`src/rtl/input_conditioner.sv`:
```
// input_conditioner: synchronises and debounces 8 switches and 2 keys, with press strobes and toggles per key
module input_conditioner #(
  parameter int DEBOUNCE_CYCLES = 500000,
  parameter int SYNC_STAGES = 2
) (
  input  logic       clk,
  input  logic       reset,
  input  logic [7:0] switch_raw,
  input  logic [1:0] key_raw,
  output logic [7:0] switch,
  output logic [1:0] key,
  output logic [1:0] key_pulse,
  output logic [1:0] key_toggle
);
  localparam int Channels = 10;
  localparam int CountWidth = $clog2(DEBOUNCE_CYCLES);
  localparam logic [CountWidth-1:0] CountLast = CountWidth'(DEBOUNCE_CYCLES - 1);
  logic [Channels-1:0] rawIn;
  logic [Channels-1:0] stable;
  logic [Channels-1:0] flip;
  logic [1:0] accept;
  assign rawIn = {key_raw, switch_raw};
  for (genvar c = 0; c < Channels; c++) begin : chan
    logic [SYNC_STAGES-1:0] syncChain;
    logic [CountWidth-1:0] count;
    logic synced;
    assign synced = syncChain[SYNC_STAGES-1];
    assign flip[c] = (synced != stable[c]) && (count == CountLast);
    // Shift the raw level through the synchroniser and count consecutive cycles of disagreement
    always_ff @(posedge clk)
      if (reset) begin
        syncChain <= '0;
        count <= '0;
      end else begin
        syncChain <= {syncChain[SYNC_STAGES-2:0], rawIn[c]};
        count <= (synced == stable[c] || count == CountLast) ? '0 : count + 1'b1;
      end
  end
  assign accept = flip[9:8] & ~stable[9:8];
  // Accept a channel's new level once it has disagreed for the full debounce window
  always_ff @(posedge clk)
    if (reset) stable <= '0;
    else stable <= stable ^ flip;
  // Press strobe and mode toggle fire on the same edge a key is accepted as pressed
  always_ff @(posedge clk)
    if (reset) begin
      key_pulse <= '0;
      key_toggle <= '0;
    end else begin
      key_pulse <= accept;
      key_toggle <= key_toggle ^ accept;
    end
  assign switch = stable[7:0];
  assign key = stable[9:8];
endmodule
```
`config.mk`:
```
export PLATFORM = sky130hd
export DESIGN_NAME = input_conditioner
export DESIGN_NICKNAME = d
export VERILOG_FILES = /design/src/rtl/input_conditioner.sv
export SDC_FILE = /design/constraint.sdc
export NUM_CORES = 1
export LEC_CHECK = 0
export ABC_AREA = 1
export BUFFER_PORTS_ARGS = -buffer_cell sky130_fd_sc_hd__buf_2
export CAP_MARGIN = 20
export CORE_ASPECT_RATIO = 0.5
export CORE_UTILIZATION = 25
export DETAILED_ROUTE_END_ITERATION = 6
export PLACE_DENSITY = 0.44
export SYNTH_ARGS = -nofsm -noshare
export SYNTH_HDL_FRONTEND = slang
export SYNTH_SLANG_ARGS = --single-unit
export TNS_END_PERCENT = 10
```
`constraint.sdc`:
```
create_clock -name clk -period 3.3 [get_ports clk]
set_clock_uncertainty 0.1 [all_clocks]
set_input_delay 0.66 -clock clk [delete_from_list [all_inputs] [get_ports clk]]
set_output_delay 0.66 -clock clk [all_outputs]
set_load 0.01 [all_outputs]
```
==> flow_metrics.py <==
metrics = {
    "synthesis": {
        "yosys_warnings": 0,
        "ys_types": 40,
        "synth_area_leaders": "dfxtp_1, nand2_1, nor2_1, inv_1, nand3_1",
        "syn-num-nets": 1588,
        "synth_area_per_cell_um2": 6.90,
        "synth_edf_count": 0,
        "yosysSeqAreaShare": 0.415,
        "synth_top_cell_by_area": "dfxtp_1",
        "synth_cells": 1566,
        "synth-seq-cells": 224,
        "synthesis.area_um2": 10800,
        "synth_ff_type": "dfxtp_1",
        "ys_async_sr_fraction": 0,
        "synth_top_area_share": 0.415,
    },
    "final_layout": {
        "finalCoreUtilization": 0.294,
        "area_growth_pct": 14.9,
        "final_common_cell": "nand2_1",
        "insertedDiodeCount": 0,
        "regArea_um2": 4480,
        "nets": 1628,
        "fill_cells": 4741,
        "final_cell_mix": "nand2_1, nor2_1, dfxtp_1",
        "design_area_um2": 12400,
        "drive_above_1_share": 0.0788,
        "multi_input_comb_area_um2": 5460,
    },
    "pwr": {
        "p_leak_uw": 0.00419,
        "power_density_nw_per_um2": 456,
        "peakVddDrop_mv": 0.291,
    },
    "setup_path": {
        "crit_type": "flop to flop",
        "arrival_ns": 2.43,
        "r2r_slack_ns": 1.19,
        "cp-start-kind": "flop",
        "cp-end-kind": "flop",
        "path_buf_inv": 3,
        "critPathTopFamily": "simple AND/OR/NAND/NOR gates",
        "max_stage_delay_ns": 0.42,
        "cp_cell_sequence": "ha_1 -> nand2_1 -> nor2_1 -> inv_1 -> nor2_1 -> nand2_1 -> nand2_2 -> inv_1 -> nand2_1 -> inv_1",
        "cp_slowest_cell": "dfxtp_1",
        "cp.required_ns": 3.62,
        "crit_fanout": 17,
    },
    "cts": {
        "cts_max_path_buffers": 3,
        "ctsResizeCount": 0,
        "cts_sinks": 224,
        "ctsHoldBuffers": 0,
        "cts_buffers": 25,
        "postCtsSetupBuffers": 0,
        "path_clk_slew_ns": 0.07,
        "clock_latency_ns": 0.52,
        "cts_tree": "yes",
        "htreeDepth": 1,
        "cts-root-buf": "clkbuf_16",
    },
    "detailed_routing": {
        "wl_um": 23600,
        "viasPerCell": 4.21,
        "drc_errors": 0,
        "firstDrtPassIters": 5,
        "num_vias": 9274,
        "wire_per_inst_um": 10.7,
        "drt-initial-drc-count": 388,
        "ant_nets": 0,
    },
    "placed_design": {
        "io_buffers": 25,
        "dp_hpwl_um": 17200,
        "place_congestion": 0.809,
        "place_area_um2": 11600,
    },
    "floorplan": {
        "die_x_um": 296,
        "die_h_um": 149,
        "die_area_um2": 44100,
        "core_um2": 42300,
        "io_pins": 26,
        "initial_core_util": 0.255,
        "rows": 53,
    },
    "global_route": {
        "grt_max_degree": 27,
        "antenna_found_initial": 0,
        "grt_util_met3": 0.0189,
        "grt_pass1_vias": 8491,
        "grt_use_met2": 0.177,
        "met1_usage": 0.150,
        "grt.busiest_layer": "met2",
        "track_usage": 0.109,
        "grt_overflow_total": 0,
        "grt_pass1_wl_um": 40600,
    },
    "min_path": {
        "hold_path.class": "primary input to flop",
    },
    "sta": {
        "setup_viol": 0,
        "fin_crit_ns": 2.11,
        "max_freq_ghz": 0.475,
        "fin_hold_ws_ns": 0.251,
        "final_max_slew_viol_count": 0,
        "rsz0062_at_grt": "false",
        "timing.final.crit_share": 0.638,
        "relSlewSlack": 0.511,
        "tns_ns": 0,
        "hold_viol": 0,
        "tightest_slew_ns": 0.732,
    },
    "status": {
        "outcome": "completed",
    },
    "job": {
        "maxCapViolCount": 0,
    },
}
## metrics by stage
step	worst slack (ns)	total power, uW	instances
floorplan	1.53	2830	1566
global placement	0.685	2860	2156
detailed placement	0.679	2860	2156
CTS	1.14	5800	2201
global route	0.912	5910	2201
finish	1.19	5660	2201
## cell usage after synthesis (all sizes together), types with 2 or more instances
cell,count
buf,13
nand4,54
xor2,50
o21ai,15
nand3,101
or2,24
and2,2
nand2,350
o21bai,2
nand3b,9
a21oi,70
ha,10
a31oi,4
dfxtp,224
inv,204
nor2,320
xnor2,19
nor3,83
nor3b,7
## cell families after synthesis
logic type | Yosys count | synth area share
xor+xnor | 69 | 0.0559
fa+ha+maj | 10 | 0.0116
buf+inv | 219 | 0.0797
flops | 224 | 0.415
compound gates | 92 | 0.0445
simple gates | 952 | 0.393
## flip-flops by register name, summed over array words and instances, names as in the netlist, named ones only
register / flops
chan.syncChain: 20
key_pulse: 2
key_toggle: 2
chan.count: 190
## path summary, 6_finish.rpt
kind,startpoint,to,cells after the start
max,chan[3].count[0],chan[3].count[15],10
max reg2reg,chan[3].count[0],chan[3].count[15],10
min reg2reg,chan[4].syncChain[0],chan[4].syncChain[1],2
min,key_raw[0],chan[8].syncChain[0],3
## where the power goes
part           switching, uW  leakage (uW)  total [uW]  internal [uW]
Combinational           45.1       0.00197        64.3           19.2
Clock                   1150      0.000407        2870           1720
Sequential              8.67       0.00181        2730           2720
## worst register-to-register path, cell delays in order, from the launching register on
cell and delay, ns:
dfxtp_1 0.42, ha_1 0.22, nand2_1 0.08, nor2_1 0.21, inv_1 0.10, nor2_1 0.16
nand2_1 0.14, nand2_2 0.32, inv_1 0.14, nand2_1 0.09, inv_1 0.04
## layout make-up
type | count | share of cell area
Multi-Input combinational cell | 1123 | 0.440
Sequential cell | 224 | 0.361
Inverter | 205 | 0.0620
Tap cell | 577 | 0.0581
Clock buffer | 34 | 0.0563
Clock inverter | 11 | 0.0116
Timing Repair Buffer | 27 | 0.0113
## metal layers
layer	vias to the layer above	routed length, um
met3	30	581
met4	0	440
met2	61	10300
met5	-	0
li1	5048	-
met1	4135	12300
No activity file was read; power rests on OpenSTA's default activity.
